==> config.mk <==
export PLATFORM = sky130hd
export DESIGN_NAME = mul3_acc
export DESIGN_NICKNAME = d
export VERILOG_FILES = /design/src/rtl/mul3_acc.sv
export SDC_FILE = /design/constraint.sdc
export NUM_CORES = 1
export LEC_CHECK = 0
export BUFFER_PORTS_ARGS = -buffer_cell sky130_fd_sc_hd__buf_2
export CORE_MARGIN = 2
export CORE_UTILIZATION = 45
export DETAILED_ROUTE_END_ITERATION = 8
export PLACE_DENSITY = 0.79
export SKIP_LAST_GASP = 1
export SLEW_MARGIN = 15
export SYNTH_ARGS = -nofsm -noshare
export SYNTH_HDL_FRONTEND = slang
export SYNTH_SLANG_ARGS = --single-unit
==> constraint.sdc <==
create_clock -name clk -period 3.4 [get_ports clk]
set_clock_uncertainty 0.05 [all_clocks]
set_input_delay 0.34 -clock clk [delete_from_list [all_inputs] [get_ports clk]]
set_output_delay 0.34 -clock clk [all_outputs]
set_load 0.02 [all_outputs]
==> src/rtl/mul3_acc.sv <==
// mul3_acc: sums N unsigned 6-bit multiplier products per block. Both sides use valid/ready.
// Defining MUL3_ACC_SAT_EN saturates the accumulator; without it the accumulator wraps.
module mul3_acc #(
  parameter int N     = 4,
  parameter int ACC_W = 9
) (
  input  logic             clk,
  input  logic             rst_n,
  input  logic             clr,
  input  logic [5:0]       prod,
  input  logic             prod_valid,
  output logic             prod_ready,
  output logic [ACC_W-1:0] acc,
  output logic             ovf,
  output logic             acc_valid,
  input  logic             acc_ready
);

  typedef enum logic {
    S_ACC  = 1'b0,
    S_HOLD = 1'b1
  } state_t;

`ifdef MUL3_ACC_SAT_EN
  localparam bit SAT = 1'b1;
`else
  localparam bit SAT = 1'b0;
`endif

  localparam logic [7:0] LAST = 8'(N - 1);

  state_t           state, state_nx;
  logic [ACC_W-1:0] acc_nx;
  logic [7:0]       count, count_nx;
  logic             ovf_nx;
  logic [ACC_W:0]   sum;

  // Clamp to all-ones on carry-out when saturating; otherwise keep the low bits.
  function automatic logic [ACC_W-1:0] limit(input logic [ACC_W:0] s);
    limit = (SAT && s[ACC_W]) ? {ACC_W{1'b1}} : s[ACC_W-1:0];
  endfunction

  assign sum        = {1'b0, acc} + {{(ACC_W-5){1'b0}}, prod};
  assign prod_ready = (state == S_ACC);
  assign acc_valid  = (state == S_HOLD);

  always_comb begin
    state_nx = state;
    acc_nx   = acc;
    count_nx = count;
    ovf_nx   = ovf;
    if (clr) begin
      // A simultaneous product or hand-off is dropped; the stage starts fresh.
      state_nx = S_ACC;
      acc_nx   = '0;
      count_nx = '0;
      ovf_nx   = 1'b0;
    end else begin
      case (state)
        S_ACC: begin
          if (prod_valid) begin
            acc_nx = limit(sum);
            ovf_nx = ovf | sum[ACC_W];
            if (count == LAST) begin
              state_nx = S_HOLD;
              count_nx = '0;
            end else begin
              count_nx = count + 8'd1;
            end
          end
        end
        S_HOLD: begin
          if (acc_ready) begin
            state_nx = S_ACC;
            acc_nx   = '0;
            ovf_nx   = 1'b0;
          end
        end
      endcase
    end
  end

  always_ff @(posedge clk or negedge rst_n) begin
    if (!rst_n) begin
      state <= S_ACC;
      acc   <= '0;
      count <= '0;
      ovf   <= 1'b0;
    end else begin
      state <= state_nx;
      acc   <= acc_nx;
      count <= count_nx;
      ovf   <= ovf_nx;
    end
  end

endmodule

==> results of run 1 <==
## placed cells by master (no fill, tap or decap), types with 2 or more instances in the layout
master | netlist | final
ha_1 | 7 | 7
a22o_2 | 2 | 2
inv_1 | 4 | 4
o31ai_1 | 3 | 3
o21ai_0 | 10 | 10
nand2b_1 | 2 | 2
dfrtp_1 | 19 | 19
o2111ai_1 | 3 | 3
a211oi_1 | 4 | 4
mux2i_1 | 4 | 4
nor3_1 | 3 | 3
nand3_1 | 2 | 2
nand2_1 | 11 | 11
xor2_1 | 6 | 6
or3_1 | 3 | 3
nor2b_1 | 4 | 4
clkbuf_4 | 0 | 3
nor2_1 | 13 | 13
buf_2 | 1 | 22
## worst min-delay path, cell delays in order
cell      delay (ps)
buf_2             80
nand2b_1          90
a21oi_1           50
## metrics by stage
| stage | util | hold WS [ps] | total power, mW |
|---|---|---|---|
| finish | 0.545 | 240 | 0.510 |
| global route | 0.545 | 231 | 0.540 |
| CTS | 0.545 | 237 | 0.512 |
| detailed placement | 0.530 | 261 | 0.396 |
| global placement | 0.530 | 254 | 0.389 |
| floorplan | - | -5.59 | 0.353 |
## where the power goes
| group | switching (mW) | total (mW) | internal, mW |
|---|---|---|---|
| logic | 0.0853 | 0.141 | 0.0560 |
| clock network | 0.0735 | 0.117 | 0.0437 |
| registers | 0.0123 | 0.252 | 0.239 |
## sequential cells by signal, summed over array words and instances, names as in the netlist
signal / flops
acc_valid: 1
acc: 9
count: 8
ovf: 1
## cell type report
cell class	count	area share
repair buffers	23	0.0882
well taps	30	0.0276
multi-input cells	97	0.504
inverters	4	0.0110
clock inverters	1	0.00368
clock buffers	3	0.0165
flip-flops and latches	19	0.349
## how the worst min path moves through the flow
stage	startpoint	endpoint	slack (ps)
CTS	acc_ready	acc_valid$_DFF_PN0_	240
detailed placement	rst_n	acc[3]$_DFFE_PN0P_	260
floorplan	rst_n	acc[0]$_DFFE_PN0P_	-6
finish	acc_ready	acc_valid$_DFF_PN0_	240
global route	acc_ready	acc_valid$_DFF_PN0_	230
global placement	rst_n	acc[1]$_DFFE_PN0P_	250
## metal layers
layer / vias up / part of all wire
li1: 497 / -
met1: 490 / 0.46
met2: 17 / 0.51
met3: 0 / 0.033
met4: 0 / 0
met5: - / 0
## cell families after synthesis
kind of cell,after synthesis
and+or+nand+nor,47
AOI/OAI and AO/OA,30
DFF,19
adders and majority gates,8
xor gates and xnor gates,7
buffers and inverters,6
muxes,5
==> results.ini, run 1 <==
[synth]
synth-compound-area-share=0.178
synth_commonest_cells=19 x dfrtp_1, 13 x nor2_1, 11 x nand2_1, 10 x o21ai_0, 7 x ha_1
synth_flop_cell=dfrtp_1
yosysTopAreaCell=dfrtp_1
synth_most_common_cell=dfrtp_1
synth-xor-area-share=0.0514
ys_warn_count=0
ys_types=39
synth_fp_nets=141
ys_seq_area_frac=0.399
ys_seq_elements=19
synth_top_area_share=0.399
syn_area_um2=1190
synth.area.top_cells=dfrtp_1 40%, ha_1 7.3%, xor2_1 4.4%, o21ai_0 4.2%, nor2_1 4.1%
synthMuxAreaShare=0.0430
syn_avg_cell_area_um2=9.77
synth_top_family_by_area=simple AND/OR/NAND/NOR gates
synth-adder-area-share=0.0902
synth_simple_gate_area_frac=0.212
synth_cells=122
synth_edf_count=0
async_reset_ff_frac=1.00

[floorplan]
floorplan.die_area_um2=3080
core_um2=2500
rows=18
io_pins=23
die_w_um=55.5
start_util=0.477
die_height_um=55.5

[timing]
finalCritPeriodShare=0.575
final.setup.worst_slack_ps=1440
max_freq_mhz=511
hold_violations=0
maxSlewViolCount=0
min_period_ps=1960
slew-limit-headroom=0.466
rsz0062_at_grt=false
setup_violations=0
fin_setup_tns_ps=0
tightest_slew_ps=795

[worst_hold_path]
min_path_type=primary input to flip-flop
whs_path_depth=3

[flow_run]
cap_viol_max_count=0

[global_routing]
grt_pass1_vias=920
met2_usage=0.270
grt_overflow=0
grt_pass1_wl_um=3990
grt.met1_usage=0.199
top_usage_layer=met2
grt_max_degree=20
antenna_found_initial=0
grtUsageMet3=0.0281
grt_usage=0.156

[finish]
final_area_um2=1360
stdcell_count=177
n_antenna_cell=0
fillers=219
multiInputGateArea_um2=686
drive_above_1_share=0.231
seq_area_um2=475
syn_to_final_growth_pct=14.2
layout.nets=167

[critical_path]
crit_path_end_kind=flip-flop
rr_startpoint=acc_valid$_DFF_PN0_
r2r_slack_ps=1440
cp.depth=4
path_delay_family=simple AND/OR/NAND/NOR gates
path_buf_inv=0
r2r-end=acc[6]$_DFFE_PN0P_
cp_max_fo=12
cpPeakStageDelay_ps=590
cp_cell_sequence=nor2b_1, nor3_1, a211oi_1, mux2i_1
crit_end=acc[6]$_DFFE_PN0P_
startpoint=acc_valid$_DFF_PN0_
critPathRequiredTime_ps=3580
worstPathArrival_ps=2140
crit_path_top_delay_cell=nor2b_1
r2r_cells=4
crit_type=flip-flop to flip-flop
startpoint_type=flip-flop

[power]
peakVddDrop_mv=0.197
power.density_nw_per_um2=375
leakagePower_nw=0.652

[detailed_routing]
wl_per_cell_um=13.9
drt_first_pass_iters=4
drt_iter0_drc=17
drt_wl_total_um=2460
vias_per_cell=5.67
num_vias=1004
remaining_drc_errors=0
antenna_left=0

[clock_tree]
worstSkewPairLatency_ps=300
h-tree-depth=1
hold_buffers=1
post_cts_resized=0
post-cts-setup-buffers=0
clkSlewWorstSetupHoldPaths_ps=120
cts_root_buffer=clkbuf_4
cts_sinks=19
cts_buffer_depth=2
cts_tree=built
cts_buffers=3

[place]
dp_hpwl_um=1860
dp_slack_ps=1420
dp.cells=172
io_buffers=22
gp_congestion=0.815
post_dp_cell_area_um2=1320

[outcome]
outcome=finished clean

Note: power is estimated with default switching activity, not from simulation.
==> inputs of run 2 (changes only) <==
Settings changed: PLACE_DENSITY 0.79 to 0.82.
Clock period 3.4 ns to 1.7 ns, I/O delays scaled along.
==> run 2 against run 1 <==
  * Via count is 5.4% higher
  * Critical path type unchanged
  * The run now ends with setup timing left
  * Maximum frequency rose by 12%
  * First-iteration DRC count is 120% higher
  * Sequential power grew 99%
  * Clock power up 100%
  * Combinational power increased by 140%
  * Largest cell class unchanged
  * Critical path depth grew 1
==> results.ini, run 2 (synthesis results as in run 1) <==
[finish]
fillers=220
mostFrequentLayoutCells=22 x buf_2, 18 x dfrtp_1, 14 x buf_4
largest_reg_flops=9
layout.nets=181
final_common_cell=buf_2
largestRegisters=acc x9, count x8
n_antenna_cell=0
largest_register=acc
syn_to_final_growth_pct=27.7
drive_above_1_share=0.360

[critical_path]
r2r_cells=5
crit_path_top_delay_cell=or4b_4
cpPeakStageDelay_ps=480
worstPathArrival_ps=1880
startpoint_type=flip-flop
path_buf_inv=0
cp_max_fo=3
crit_path_end_kind=flip-flop
rr_startpoint=count[1]$_DFFE_PN0P_
cp_cell_sequence=ha_1, or4b_4, nor4_4, nor2_2, mux2_2
r2r-end=count[0]$_DFFE_PN0P_
path_delay_family=simple AND/OR/NAND/NOR gates
r2r_slack_ps=-50
crit_type=flip-flop to flip-flop
critPathRequiredTime_ps=1830

[global_routing]
grt_overflow=0
grt_pass1_vias=1046
antenna_found_initial=0
grt_max_degree=20
grt_usage=0.182
grt_pass1_wl_um=4530

[timing]
tightest_slew_ps=447
setup_violations=4
slew-limit-headroom=0.702
finalCritPeriodShare=1.03
maxSlewViolCount=0
max_freq_mhz=572
fin_setup_tns_ps=-72.1
min_period_ps=1750
rsz0062_at_grt=true
hold_violations=0
final.setup.worst_slack_ps=-47.8

[clock_tree]
worstSkewPairLatency_ps=310
clkSlewWorstSetupHoldPaths_ps=100
cts_root_buffer=clkbuf_4
h-tree-depth=1
cts_sinks=19
cts_tree=built
cts_buffers=3
cts_buffer_depth=2

[power]
clockPowerShare=0.221
power.density_nw_per_um2=704
leakagePower_nw=0.729
p_comb_frac=0.313
switching_share=0.336
power.internal_uw=713
power_frac_seq=0.467
peakVddDrop_mv=0.651
net-switching-power_uw=360

[detailed_routing]
drt_iter0_drc=38
vias_per_cell=5.54
drt_wl_total_um=2610
remaining_drc_errors=0
drt_first_pass_iters=4
num_vias=1058
antenna_left=0
wl_per_cell_um=13.7

[floorplan]
core_um2=2500
start_util=0.477
rows=18
die_w_um=55.5
io_pins=23
floorplan.die_area_um2=3080
die_height_um=55.5

[outcome]
outcome=finished with violations
violations=setup timing

[place]
io_buffers=22
gp_congestion=0.874
dp_hpwl_um=1900
dp_slack_ps=-49.7

[flow_run]
cap_viol_max_count=0

[worst_hold_path]
min_to=acc_valid$_DFF_PN0_
whs_path_depth=3
min_path_type=primary input to flip-flop
min_from=acc_ready

## run 2: cell count changes in the layout (fill, tap and decap cells not counted), sizes merged
| cell | previous run | this run |
|---|---|---|
| buf | 22 | 36 |
## run 2: worst max path at each step
stage | start | endpoint | depth (start not counted) | slack [ps]
final | count[1]$_DFFE_PN0P_ | count[0]$_DFFE_PN0P_ | 5 | -50
after global routing | acc[0]$_DFFE_PN0P_ | acc[8]$_DFFE_PN0P_ | 7 | -100
after floorplan | acc[0]$_DFFE_PN0P_ | acc[8]$_DFFE_PN0P_ | 7 | -40
after global placement | acc[1]$_DFFE_PN0P_ | acc[7]$_DFFE_PN0P_ | 5 | -0.6
after detailed placement | count[0]$_DFFE_PN0P_ | count[0]$_DFFE_PN0P_ | 5 | -50
after CTS | count[1]$_DFFE_PN0P_ | count[0]$_DFFE_PN0P_ | 5 | -40
## run 2: repair_timing
| action | CTS | global route |
|---|---|---|
| hold buffers | 1 | 0 |
| pin swaps | 5 | 4 |
| resized for setup | 5 | 1 |
| setup endpoints to repair | 6 | 12 |
| endpoints found under the hold margin | 19 | 0 |
| buffers inserted | 1 | 2 |
## run 2: layout make-up
| type | instances | area [µm²] | share of cell area |
|---|---|---|---|
| clock buffers | 3 | 22.5 | 0.0148 |
| well taps | 30 | 37.5 | 0.0247 |
| clock inverters | 1 | 5.00 | 0.00329 |
| flip-flops and latches | 19 | 477 | 0.313 |
| multi-input cells | 97 | 741 | 0.486 |
| repair buffers | 37 | 225 | 0.148 |
| inverters | 4 | 15.0 | 0.00986 |
## run 2: metrics by stage
step	hold WS [ps]	cell area, µm²	util	power, mW	cells
floorplan	-176	1230	-	0.720	122
global placement	84.2	1440	0.576	0.808	183
global route	90.0	1520	0.609	1.14	191
finish	84.9	1520	0.609	1.07	191
detailed placement	89.8	1440	0.576	0.820	183
CTS	75.0	1510	0.603	1.07	189
## run 2: power groups by stage
| stage | Sequential [mW] | Combinational, mW | Clock (mW) |
|---|---|---|---|
| floorplan | 0.538 | 0.182 | 0 |
| global placement | 0.508 | 0.299 | 0 |
| detailed placement | 0.510 | 0.310 | 0 |
| CTS | 0.501 | 0.327 | 0.243 |
| global route | 0.505 | 0.373 | 0.258 |
| finish | 0.501 | 0.335 | 0.237 |
## run 2: worst reg2reg max path: cells and delay by family (launching register included)
family / cells / cell delay [ps]
adders and majority gates: 1 / 170
DFF: 1 / 370
muxes: 1 / 270
and+or+nand+nor: 3 / 790
## run 2: per-layer routing
metal	part of all wire	global-route usage	vias to the layer above
met5	0	0	-
met4	0.019	0.0523	0
met3	0.043	0.0515	6
met2	0.49	0.306	25
met1	0.45	0.225	502
li1	-	-	525
==> inputs of run 3 (changes only) <==
Clock period 1.7 ns to 1.42 ns, I/O delays scaled along.
==> run 3 against run 2 <==
  * The flow still finishes with violations (setup timing)
  * Power is 42% higher
  * Flip-flop and latch count stayed put
  * Largest cell class unchanged
  * Final area is 20% higher
  * Highest routed layer unchanged
  * Die area stayed put
  * Sequential share of layout area is 5.3 points lower
  * Global-route usage is 5.8 points higher
  * Sequential power is 20% higher
==> results.ini, run 3 (synthesis results as in run 1) <==
[timing]
setup_violations=17
final.setup.worst_slack_ps=-361
maxSlewViolCount=0
rsz0062_at_grt=true
slew-limit-headroom=0.700
max_freq_mhz=562
fin_setup_tns_ps=-4400
tightest_slew_ps=450
hold_violations=0
finalCritPeriodShare=1.25
min_period_ps=1780

[detailed_routing]
drt_wl_total_um=3490
wl_per_cell_um=16.4
num_vias=1190
drt_iter0_drc=42
remaining_drc_errors=0
drt_first_pass_iters=4
antenna_left=0
vias_per_cell=5.59

[power]
peakVddDrop_mv=0.713
leakagePower_nw=0.856
power.density_nw_per_um2=833

[worst_hold_path]
min_to=acc_valid$_DFF_PN0_
min_path_type=primary input to flip-flop
whs_path_depth=3
min_from=acc_ready

[critical_path]
r2r_slack_ps=-360
crit_path_end_kind=flip-flop
worstPathArrival_ps=1970
r2r-end=acc[6]$_DFFE_PN0P_
critPathRequiredTime_ps=1610
cp_max_fo=3
startpoint_type=flip-flop
crit_type=flip-flop to flip-flop
r2r_cells=7
rr_startpoint=acc[0]$_DFFE_PN0P_
startpoint=acc[0]$_DFFE_PN0P_

[place]
dp_hpwl_um=2270
gp_congestion=0.854
io_buffers=22

[clock_tree]
cts_sinks=19
worstSkewPairLatency_ps=310
clkSlewWorstSetupHoldPaths_ps=120
cts_buffer_depth=2
cts_root_buffer=clkbuf_4
cts_tree=built
h-tree-depth=1
cts_buffers=3

[flow_run]
cap_viol_max_count=0

[finish]
syn_to_final_growth_pct=53.5
largest_reg_flops=9
mostFrequentLayoutCells=30 x buf_4, 21 x buf_2, 18 x dfrtp_1
layout.nets=203
largestRegisters=acc x9, count x8
final_common_cell=buf_4
largest_register=acc
fin_util=0.732
drive_above_1_share=0.525
fillers=169
n_antenna_cell=0

[floorplan]
die_height_um=55.5
die_w_um=55.5
io_pins=23
rows=18
core_um2=2500
floorplan.die_area_um2=3080
start_util=0.477

[outcome]
outcome=finished with violations
violations=setup timing

[global_routing]
grt_pass1_vias=1262
grt_usage=0.239
grt_overflow=0
grt_pass1_wl_um=5730
antenna_found_initial=0
grt_max_degree=20

run 3: what timing repair did:
action                                  in CTS  in global routing
buffers inserted                             7                  3
endpoints found under the setup margin      17                 20
pin swaps                                   13                  9
endpoints found under the hold margin       20                  0
cloned                                       0                  0
resized for setup                           20                 17
hold buffers                                 2                  0
run 3: worst max path at each step:
| stage | endpoint | slack, ps | cells past startpoint |
|---|---|---|---|
| 4_1_cts | count[0]$_DFFE_PN0P_ | -340 | 5 |
| 6_report | acc[6]$_DFFE_PN0P_ | -360 | 7 |
| 3_5_place_dp | acc[8]$_DFFE_PN0P_ | -360 | 7 |
| 2_1_floorplan | acc[8]$_DFFE_PN0P_ | -320 | 7 |
| 3_3_place_gp | acc[8]$_DFFE_PN0P_ | -260 | 7 |
| 5_1_grt | acc[8]$_DFFE_PN0P_ | -440 | 7 |
run 3: layout make-up:
class	count	area, µm²	share of cell area
multi-input combinational	97	857	0.468
clock buffer	4	26.3	0.0144
sequential	19	477	0.260
timing repair buffer	59	418	0.228
tap	30	37.5	0.0205
inverter	4	15.0	0.00820
run 3: metrics by stage:
step	instances	power (mW)	setup slack, ps	hold WS, ps	area [µm²]
finish	213	1.52	-361	86.9	1830
detailed placement	201	1.09	-357	67.6	1590
global route	213	1.61	-439	95.3	1830
floorplan	122	0.865	-324	-204	1240
global placement	201	1.06	-257	59.3	1590
CTS	212	1.47	-343	40.5	1780
run 3: critical path, cell delays in order, from the launching register on:
cell and delay, ps:
dfrtp_2 400, ha_4 150, inv_2 40, fa_2 360, nor2b_4 160, o31ai_4 80, a211oi_2 270, mux2i_1 200
run 3: routing by layer:
layer / part of all wire / GRT usage / vias to the layer above / wire length, µm
met5: 0 / 0 / - / 0
met4: 0.022 / 0.108 / 0 / 78
met3: 0.035 / 0.0234 / 9 / 121
met2: 0.54 / 0.451 / 25 / 1870
met1: 0.40 / 0.267 / 585 / 1410
li1: - / - / 571 / -
run 3: power breakdown:
part / internal [mW] / switching [mW] / total [mW]
sequential: 0.573 / 0.0281 / 0.602
clock: 0.110 / 0.185 / 0.295
combinational: 0.315 / 0.313 / 0.628
total: 0.998 / 0.526 / 1.52
